File: src/rtl/svm_sched_pkg.sv
// Shared definitions for the one-vs-one SVM vote scheduler.
//   sched_state_e : scheduler FSM state encoding (also exported on dbg_state)
//   pair_count()  : number of pairwise classifiers for a given class count
package svm_sched_pkg;

    typedef enum logic [2:0] {
        ST_IDLE   = 3'd0,
        ST_ISSUE  = 3'd1,
        ST_WAIT   = 3'd2,
        ST_DECIDE = 3'd3,
        ST_DONE   = 3'd4
    } sched_state_e;

    function automatic int pair_count(input int n_classes);
        return (n_classes * (n_classes - 1)) / 2;
    endfunction

endpackage

File: src/rtl/svm_vote_argmax.sv
// Sequential argmax over the per-class vote counters, one class per cycle.
// Ports:
//   clk, rst   : clock, synchronous active-high reset
//   start      : begin a scan from class 0 (ignored while busy)
//   votes      : packed vote counters, entry c belongs to class c
//   busy       : a scan is in progress
//   last       : this cycle examines the final class; win is the final result
//   win        : running winner including the class examined this cycle
// A class only replaces the current best when strictly greater, so ties
// resolve to the lowest index.
module svm_vote_argmax
    import svm_sched_pkg::*;
#(
    parameter int N_CLASSES  = 7,
    parameter int CLASS_BITS = 3,
    parameter int VOTE_W     = 3
) (
    input  logic                                 clk,
    input  logic                                 rst,
    input  logic                                 start,
    input  logic [N_CLASSES-1:0][VOTE_W-1:0]     votes,
    output logic                                 busy,
    output logic                                 last,
    output logic [CLASS_BITS-1:0]                win
);

    logic                  busy_q, busy_d;
    logic [CLASS_BITS-1:0] idx_q, idx_d;
    logic [VOTE_W-1:0]     best_cnt_q, best_cnt_d;
    logic [CLASS_BITS-1:0] best_idx_q, best_idx_d;
    logic [VOTE_W-1:0]     cur_votes;
    logic                  greater;

    always_comb begin
        cur_votes = '0;
        for (int c = 0; c < N_CLASSES; c++) begin
            if (idx_q == CLASS_BITS'(c)) begin
                cur_votes = votes[c];
            end
        end
        greater = (cur_votes > best_cnt_q);
        win     = greater ? idx_q : best_idx_q;
        last    = busy_q && (idx_q == CLASS_BITS'(N_CLASSES - 1));
        busy    = busy_q;
    end

    always_comb begin
        busy_d     = busy_q;
        idx_d      = idx_q;
        best_cnt_d = best_cnt_q;
        best_idx_d = best_idx_q;
        if (start && !busy_q) begin
            busy_d     = 1'b1;
            idx_d      = '0;
            best_cnt_d = '0;
            best_idx_d = '0;
        end else if (busy_q) begin
            if (greater) begin
                best_cnt_d = cur_votes;
                best_idx_d = idx_q;
            end
            if (last) begin
                busy_d = 1'b0;
            end else begin
                idx_d = idx_q + 1'b1;
            end
        end
    end

    always_ff @(posedge clk) begin
        if (rst) begin
            busy_q     <= 1'b0;
            idx_q      <= '0;
            best_cnt_q <= '0;
            best_idx_q <= '0;
        end else begin
            busy_q     <= busy_d;
            idx_q      <= idx_d;
            best_cnt_q <= best_cnt_d;
            best_idx_q <= best_idx_d;
        end
    end

endmodule

File: src/rtl/svm_ovo_scheduler.sv
// One-vs-one SVM scheduler: walks every class pair (a<b) in lexicographic
// order over a shared pairwise datapath, tallies votes, then picks the class
// with the most votes (lowest index on ties).
// Ports:
//   clk, rst           : clock, synchronous active-high reset
//   in_valid/in_ready  : sample handshake
//   pair_start         : one-cycle launch of a pairwise evaluation
//   pair_a, pair_b     : pair under evaluation, stable from launch to pair_done
//   pair_done/pair_sign: datapath result (sign 1 = pair_a wins)
//   ready, w_class     : one-cycle result pulse; w_class holds until next result
//   cycles             : accept-to-ready cycle count (only with
//                        SVM_SCHED_CYCLE_CNT_EN defined)
//   dbg_state          : current FSM state
// Handshake: a sample is accepted on a rising edge where in_valid and
// in_ready are both 1; in_ready is 1 only in IDLE, so in_valid is a don't-care
// while a sample is in flight and never needs to be held after acceptance.
module svm_ovo_scheduler
    import svm_sched_pkg::*;
#(
    parameter int N_CLASSES  = 7,
    parameter int CLASS_BITS = 3
) (
    input  logic                  clk,
    input  logic                  rst,
    input  logic                  in_valid,
    output logic                  in_ready,
    output logic                  pair_start,
    output logic [CLASS_BITS-1:0] pair_a,
    output logic [CLASS_BITS-1:0] pair_b,
    input  logic                  pair_done,
    input  logic                  pair_sign,
    output logic                  ready,
    output logic [CLASS_BITS-1:0] w_class,
`ifdef SVM_SCHED_CYCLE_CNT_EN
    output logic [15:0]           cycles,
`endif
    output sched_state_e          dbg_state
);

    localparam int VOTE_W = $clog2(N_CLASSES);
    localparam int PAIRS  = pair_count(N_CLASSES);
    localparam int PCNT_W = $clog2(PAIRS);
    localparam logic [CLASS_BITS-1:0] LAST_B = CLASS_BITS'(N_CLASSES - 1);

    sched_state_e                     state_q, state_d;
    logic [CLASS_BITS-1:0]            pair_a_q, pair_a_d;
    logic [CLASS_BITS-1:0]            pair_b_q, pair_b_d;
    logic [PCNT_W-1:0]                pair_num_q, pair_num_d;
    logic [N_CLASSES-1:0][VOTE_W-1:0] votes_q, votes_d;
    logic [CLASS_BITS-1:0]            w_class_q, w_class_d;
    logic [CLASS_BITS-1:0]            winner;

    logic                  scan_start;
    logic                  scan_busy;
    logic                  scan_last;
    logic [CLASS_BITS-1:0] scan_win;

    svm_vote_argmax #(
        .N_CLASSES  (N_CLASSES),
        .CLASS_BITS (CLASS_BITS),
        .VOTE_W     (VOTE_W)
    ) u_argmax (
        .clk   (clk),
        .rst   (rst),
        .start (scan_start),
        .votes (votes_q),
        .busy  (scan_busy),
        .last  (scan_last),
        .win   (scan_win)
    );

    always_comb begin
        state_d    = state_q;
        pair_a_d   = pair_a_q;
        pair_b_d   = pair_b_q;
        pair_num_d = pair_num_q;
        votes_d    = votes_q;
        w_class_d  = w_class_q;
        scan_start = 1'b0;
        winner     = pair_sign ? pair_a_q : pair_b_q;

        case (state_q)
            ST_IDLE: begin
                if (in_valid) begin
                    votes_d    = '0;
                    pair_a_d   = '0;
                    pair_b_d   = CLASS_BITS'(1);
                    pair_num_d = '0;
                    state_d    = ST_ISSUE;
                end
            end
            ST_ISSUE: begin
                state_d = ST_WAIT;
            end
            ST_WAIT: begin
                if (pair_done) begin
                    for (int c = 0; c < N_CLASSES; c++) begin
                        if (winner == CLASS_BITS'(c)) begin
                            votes_d[c] = votes_q[c] + 1'b1;
                        end
                    end
                    // Pair counter reaching P-1 is the (N-2, N-1) pair.
                    if (pair_num_q == PCNT_W'(PAIRS - 1)) begin
                        state_d = ST_DECIDE;
                    end else begin
                        pair_num_d = pair_num_q + 1'b1;
                        if (pair_b_q == LAST_B) begin
                            pair_a_d = pair_a_q + 1'b1;
                            pair_b_d = pair_a_q + 2'd2;
                        end else begin
                            pair_b_d = pair_b_q + 1'b1;
                        end
                        state_d = ST_ISSUE;
                    end
                end
            end
            ST_DECIDE: begin
                // First DECIDE cycle arms the scanner; then one class per cycle.
                scan_start = !scan_busy;
                if (scan_last) begin
                    w_class_d = scan_win;
                    state_d   = ST_DONE;
                end
            end
            ST_DONE: begin
                state_d = ST_IDLE;
            end
            default: begin
                state_d = ST_IDLE;
            end
        endcase
    end

    always_ff @(posedge clk) begin
        if (rst) begin
            state_q    <= ST_IDLE;
            pair_a_q   <= '0;
            pair_b_q   <= CLASS_BITS'(1);
            pair_num_q <= '0;
            votes_q    <= '0;
            w_class_q  <= '0;
        end else begin
            state_q    <= state_d;
            pair_a_q   <= pair_a_d;
            pair_b_q   <= pair_b_d;
            pair_num_q <= pair_num_d;
            votes_q    <= votes_d;
            w_class_q  <= w_class_d;
        end
    end

    assign in_ready   = (state_q == ST_IDLE);
    assign pair_start = (state_q == ST_ISSUE);
    assign ready      = (state_q == ST_DONE);
    assign pair_a     = pair_a_q;
    assign pair_b     = pair_b_q;
    assign w_class    = w_class_q;
    assign dbg_state  = state_q;

`ifdef SVM_SCHED_CYCLE_CNT_EN
    logic [15:0] cyc_cnt_q, cyc_cnt_d;
    logic [15:0] cycles_q, cycles_d;

    // cyc_cnt_q reads 1 in the first cycle after the accept edge; the value
    // latched into the DONE cycle therefore spans handshake cycle to ready.
    always_comb begin
        cyc_cnt_d = cyc_cnt_q;
        cycles_d  = cycles_q;
        if (state_q == ST_IDLE) begin
            if (in_valid) begin
                cyc_cnt_d = 16'd1;
            end
        end else if (cyc_cnt_q != 16'hFFFF) begin
            cyc_cnt_d = cyc_cnt_q + 16'd1;
        end
        if (state_q == ST_DECIDE && scan_last) begin
            cycles_d = (cyc_cnt_q == 16'hFFFF) ? 16'hFFFF : cyc_cnt_q + 16'd1;
        end
    end

    always_ff @(posedge clk) begin
        if (rst) begin
            cyc_cnt_q <= '0;
            cycles_q  <= '0;
        end else begin
            cyc_cnt_q <= cyc_cnt_d;
            cycles_q  <= cycles_d;
        end
    end

    assign cycles = cycles_q;
`endif

endmodule

File: config.mk
export PLATFORM = sky130hd
export DESIGN_NAME = svm_ovo_scheduler
export DESIGN_NICKNAME = d
export VERILOG_FILES = /design/src/rtl/svm_sched_pkg.sv /design/src/rtl/svm_vote_argmax.sv /design/src/rtl/svm_ovo_scheduler.sv
export SDC_FILE = /design/constraint.sdc
export NUM_CORES = 1
export LEC_CHECK = 0
export CAP_MARGIN = 20
export CORE_ASPECT_RATIO = 1.2
export CORE_UTILIZATION = 45
export DETAILED_ROUTE_END_ITERATION = 7
export PLACE_DENSITY_LB_ADDON = 0.12
export SLEW_MARGIN = 20
export SYNTH_ARGS = -nofsm -noshare
export SYNTH_HDL_FRONTEND = slang
export SYNTH_HIERARCHICAL = 1
export SYNTH_SLANG_ARGS = --single-unit
File: constraint.sdc
create_clock -name clk -period 7.5 [get_ports clk]
set_input_delay 1.5 -clock clk [delete_from_list [all_inputs] [get_ports clk]]
set_output_delay 1.5 -clock clk [all_outputs]
set_load 0.02 [all_outputs]
## Word-level counts from Yosys, hierarchy flattened

Cells that the tools add are included.

| word-level totals | value |
|---|---|
| output and inout port bits | 15 |
| word-level logic and storage cells | 122 |
| bits in registers | 48 |

| operators by class | value |
|---|---|
| reductions and logical operators | 21 |
| add/subtract/negate cells | 12 |
| equal/unequal tests | 30 |
| order comparisons | 1 |
| bitwise gates (word level) | 1 |
| mux-type cells | 41 |

Operator list:

| operator | number |
|---|---|
| two-way mux 3 bit | 26 |
| two-way mux 21 bit | 2 |
| case mux 21 bit (2 select lines) | 1 |
| AND reduction 4 bit | 8 |
| adder 3 x 1 -> 3 bit, second input constant | 10 |
| equality test 3 bit, second input constant | 8 |
| inequality test 2 bit, second input constant | 12 |
| equality test 3 x 2 -> 1 bit, second input constant | 6 |
| two-way mux 5 bit | 3 |
| case mux 3 bit (2 select lines) | 2 |
| case mux 3 bit (4 select lines) | 1 |
| case mux 5 bit (2 select lines) | 1 |
| equality test 3 x 1 -> 1 bit, second input constant | 3 |
| logical NOT 3 bit | 3 |
| AND reduction 2 bit | 3 |
| adder 5 x 1 -> 5 bit, second input constant | 1 |
| equality test 5 bit, second input constant | 1 |
| AND reduction 5 bit | 1 |
| two-way mux 1 bit | 4 |
| adder 3 x 2 -> 3 bit, second input constant | 1 |
| greater-than comparator 3 bit | 1 |
| AND reduction 3 bit | 1 |
| logical AND 1 bit | 2 |
| two-way mux 2 bit | 1 |
| 4 further kinds | 4 |

## Depth between registers and ports, before layout

| logic depth | value |
|---|---|
| depth after elaboration | 10 |
| depth in mapped cells | 13 |
| depth with buffers taken out | 13 |

## Modules after synthesis

Netlist, hierarchy kept.

Modules (own cells, without submodules):

| module | cells each | area an instance (µm²) | instances |
|---|---|---|---|
| svm_ovo_scheduler | 236 | 2147.1 | 1 |
| svm_vote_argmax | 103 | 794.5 | 1 |

## Worst setup path before layout

OpenSTA, ideal clock, no wires.

| timing path | value |
|---|---|
| path kind | in2reg |
| start point | input port pair_sign |
| end point | register votes_q[3] in the netlist's numbering |
| slack | 4.602 ns |
| arrival | 2.777 ns |
| buffers on the path | 1 |
| required time | 7.379 ns |
| cell stages on the path | 5 |
| cells stage by stage | buf_2 or4b_4 a311oi_2 nor2_1 mux2_2 |

| between the ends | value |
|---|---|
| word-level cells in the longest chain between the ends | 4 |

Ends and longest elaborated chain:

| item | line | source |
|---|---|---|
| from (decl) | svm_ovo_scheduler.sv:31 | `input logic pair_sign,` |
| two-way mux 3 bit | svm_ovo_scheduler.sv:80 | `winner = pair_sign ? pair_a_q : pair_b_q;` |
| equality test 3 x 1 -> 1 bit | svm_ovo_scheduler.sv:98 | `if (winner == CLASS_BITS'(c)) begin` |
| inequality test 2 bit (no source line) | - |  |
| AND reduction 4 bit (no source line) | - |  |
| to (signal assigned) | svm_ovo_scheduler.sv:147 | `votes_q <= votes_d;` |
| to (decl) | svm_ovo_scheduler.sv:49 | `logic [N_CLASSES-1:0][VOTE_W-1:0] votes_q, votes_d;` |

No other way between the ends.
A chain may end at the register's enable or synchronous reset.

## Worst setup path in the final report

| timing path | value |
|---|---|
| start point | register state_q[2], in the netlist dbg_state[2] |
| end point | output port in_ready |

| between the ends | value |
|---|---|
| word-level cells in the longest chain between the ends | 1 |

Ends and longest elaborated chain:

| item | line | source |
|---|---|---|
| from (decl) | svm_ovo_scheduler.sv:45 | `sched_state_e state_q, state_d;` |
| from (signal assigned) | svm_ovo_scheduler.sv:143 | `state_q <= state_d;` |
| logical NOT 3 bit | svm_ovo_scheduler.sv:152 | `assign in_ready = (state_q == ST_IDLE);` |
| to (decl) | svm_ovo_scheduler.sv:26 | `output logic in_ready,` |

No other way between the ends.

==> run_results.csv <==
group,metric,value,unit
timing,slew_headroom,0.420,
synth,postSynthCellCount,339,
cts,cts.sinks,48,
placed_design,dp.cells,418,
floorplanning,rows,31,
synth,synth_cell_types,56,
worst_setup_path,cp-start-kind,"flop",
cts,cts_root_buf,"clkbuf_8",
cts,h-tree-depth,2,
power_and_ir_drop,p_int,0.000380,W
cts,cts_inserted_buffers,5,
floorplanning,die_x,75.8,µm
timing,worst_pin_slew,0.866,ns
timing,setup_violations,0,
finish,utilization,0.528,
grt,grt_start_max_net_pins,37,
worst_setup_path,crit_end,"in_ready",
grt,grt_use_total,0.210,
finish,mostFrequentLayoutCells,"48 x dfxtp_1, 31 x nor2_1, 24 x nand2_1, 20 x ha_1, 19 x clkdlybuf4s50_1",
worst_setup_path,worstPathMaxFanout,11,
worst_setup_path,crit_type,"reg2out",
timing,rsz0062_at_grt,"false",
power_and_ir_drop,ir_worst_vdd,0.0782,mV
timing,skew,0.00646,ns
synth,synth_edf_count,0,
detailed_routing,drt_iter0_drc,136,
synth,seq_area_frac_synth,0.327,
placed_design,gp_congestion,0.750,
synth,avgSynthCellArea,8.68,µm²
finish,fin_nets,368,
floorplanning,dieArea,6870,µm²
synth,synth_top_family_by_area,"simple AND/OR/NAND/NOR gates",
worst_setup_path,r2r_start,"u_argmax/idx_q[0]$_SDFFE_PP0P_",
timing,fin_setup_tns,0,ns
synth,synth_fa_ha_area_frac,0.0851,
timing,drv_slew,0,
worst_setup_path,r2r_cells,12,
synth,synth_compound_area_frac,0.199,
synth,syn_area,2940,µm²
timing,fin_crit_sh,0.468,
timing,max_freq,0.285,GHz
cts,clk_pin_slew,0.10,ns
detailed_routing,vias,2472,
floorplanning,fp.dieH,90.6,µm
finish,stdcell_count,426,
grt,grt_overflow,0,
synth,yosysWarnings,6,
cts,clk_latency,0.30,ns
power_and_ir_drop,swShare,0.261,
power_and_ir_drop,power_leakage,1.23,nW
synth,syn_nets,364,
worst_setup_path,reg2reg_slack,4.02,ns
synth,synth-async-reset-ratio,0,
worst_setup_path,critPathRequiredTime,6.00,ns
finish,drive_above_1_share,0.0843,
worst_setup_path,cp.arrival,2.01,ns
finish,areaGrowthSynthToFinish,10.6,%
detailed_routing,via_per_inst,5.80,
cts,clockBufferDepth,2,
cts,post_cts_buffers,0,
finish,final_common_cell,"dfxtp_1",
grt,grt_pass1_wl,11.2,mm
worst_hold_path,hold_class,"reg2reg",
worst_setup_path,r2r-end,"w_class[1]$_SDFFE_PP0P_",
detailed_routing,firstDrtPassIters,4,
timing,finalHoldViolations,0,
floorplanning,floorplan.initialDensity,0.477,
worst_setup_path,end_kind,"primary output",
power_and_ir_drop,pwr_density_cell,158,nW/µm²
synth,synth-xor-area-share,0.00595,
detailed_routing,wl,6.55,mm
grt,grt_pass1_vias,2369,
power_and_ir_drop,combPwrFrac,0.110,
detailed_routing,drc,0,
power_and_ir_drop,switchingPower,0.000134,W
synth,muxShareOfSynthArea,0.0723,
finish,diodes,0,
timing,finalCriticalPeriod,3.51,ns
detailed_routing,ant_nets,0,
worst_hold_path,hp-start,"pair_num_q[4]$_SDFFE_PP0P_",
grt,antenna_found_initial,0,
synth,synthSimpleGateAreaFrac,0.251,
placed_design,port_buffers,19,
placed_design,hpwlAfterDp,4.74,mm
cts,cts_hold_buf,0,
power_and_ir_drop,power_frac_seq,0.512,
floorplanning,core_area,6170,µm²
cts,cts_resized,0,
worst_setup_path,critical_path.startpoint,"dbg_state[2]$_SDFFE_PP0P_",
detailed_routing,wire_per_inst,15.4,µm
power_and_ir_drop,clkPwrFrac,0.378,
flow_run,cap_violations,0,
floorplanning,pin_count,20,
synth,synthFlopType,"dfxtp_1",
power_and_ir_drop,p_total,0.000513,W
outcome,status,"finished clean",
cts,cts_tree,"built",
synth,ys_ff_latch,48,
-- flip-flops by register name (all words and copies together) (netlist names) --
signal               flops
dbg_state                3
pair_a                   3
pair_b                   3
pair_num_q               5
u_argmax/best_cnt_q      3
u_argmax/best_idx_q      3
u_argmax/busy            1
u_argmax/idx_q           3
votes_q                 21
w_class                  3
-- Yosys cell counts (2+ instances only) --
| library cell | instances | area, µm² |
|---|---|---|
| a21o_1 | 4 | 30.0 |
| nor2b_1 | 9 | 56.3 |
| o211a_1 | 2 | 20.0 |
| or4b_4 | 2 | 27.5 |
| nor4_1 | 4 | 25.0 |
| a32oi_1 | 2 | 17.5 |
| nor3_1 | 9 | 45.0 |
| a221o_1 | 4 | 40.0 |
| a31oi_1 | 6 | 37.5 |
| nor2_1 | 31 | 116 |
| o21bai_1 | 2 | 15.0 |
| o22ai_1 | 3 | 18.8 |
| clkbuf_1 | 10 | 37.5 |
| buf_2 | 10 | 50.1 |
| o311a_1 | 2 | 20.0 |
| a41oi_1 | 2 | 17.5 |
| mux2_2 | 10 | 113 |
| and3b_1 | 3 | 26.3 |
| a311oi_2 | 3 | 45.0 |
| nand4bb_1 | 5 | 56.3 |
| o2bb2ai_1 | 2 | 17.5 |
| o21ai_0 | 14 | 70.1 |
| nand3_1 | 17 | 85.1 |
| ha_1 | 20 | 250 |
| mux2i_1 | 10 | 100 |
| inv_1 | 17 | 63.8 |
| a211oi_1 | 9 | 67.6 |
| a311oi_1 | 4 | 35.0 |
| nand2_1 | 24 | 90.1 |
| a21oi_1 | 13 | 65.1 |
| a2111oi_0 | 2 | 17.5 |
| nand4b_1 | 4 | 35.0 |
| o31ai_1 | 2 | 15.0 |
| nor4b_1 | 2 | 17.5 |
| dfxtp_1 | 48 | 961 |
| nor3b_1 | 4 | 30.0 |
| nand3b_1 | 4 | 30.0 |
| nand2b_1 | 2 | 12.5 |
-- per-stage QoR --
stage	area (µm²)	worst slack [ns]	hold WS [ns]
CTS	3250	3.96	0.474
finish	3250	3.99	0.467
detailed placement	3140	3.96	0.459
floorplan	2940	4.60	0.432
global route	3250	3.66	0.482
global placement	3140	4.00	0.469
-- power by group through the flow --
stage	logic, W	clock network [W]	registers [W]
floorplan	0.0000435	0	0.000266
global placement	0.0000562	0	0.000269
global route	0.0000625	0.000210	0.000264
CTS	0.0000565	0.000201	0.000263
finish	0.0000564	0.000194	0.000263
detailed placement	0.0000564	0	0.000269
-- cell type report --
cell class,instances,area [µm²]
clock buffer,5,68.8
clock inverter,3,46.3
fill,608,2910
inverter,18,67.6
multi-input combinational,250,1810
sequential,48,961
tap,82,103
timing repair buffer,20,198
-- logic make-up (layout without fill, tap and decap cells) --
group | after synthesis | count (layout)
AOI/OAI and AO/OA | 80 | 80
DFF | 48 | 48
muxes | 20 | 20
adders and majority gates | 20 | 20
xor gates and xnor gates | 2 | 2
and+or+nand+nor | 128 | 128
buffers and inverters | 41 | 46
-- critical path: stages, from the launching register on --
cell	delay, ns
dfxtp_1	0.55
or2_0	0.51
nor2_1	0.08
clkdlybuf4s50_1	0.56
-- layer usage --
layer	part of all wire	wire length [µm]	GRT usage
met5	0	0	0
met3	0.030	197	0.0313
met2	0.49	3210	0.358
met1	0.47	3070	0.263
met4	0.012	79	0.0633
-- worst min-delay path by stage --
stage / to / slack, ns / cells past startpoint
floorplan: pair_num_q[4]$_SDFFE_PP0P_ / 0.43 / 1
global placement: pair_num_q[4]$_SDFFE_PP0P_ / 0.47 / 1
detailed placement: pair_num_q[4]$_SDFFE_PP0P_ / 0.46 / 1
CTS: pair_num_q[4]$_SDFFE_PP0P_ / 0.47 / 1
global route: pair_num_q[4]$_SDFFE_PP0P_ / 0.48 / 1
finish: pair_num_q[4]$_SDFFE_PP0P_ / 0.47 / 1
Power figures use the tool's default switching activity.
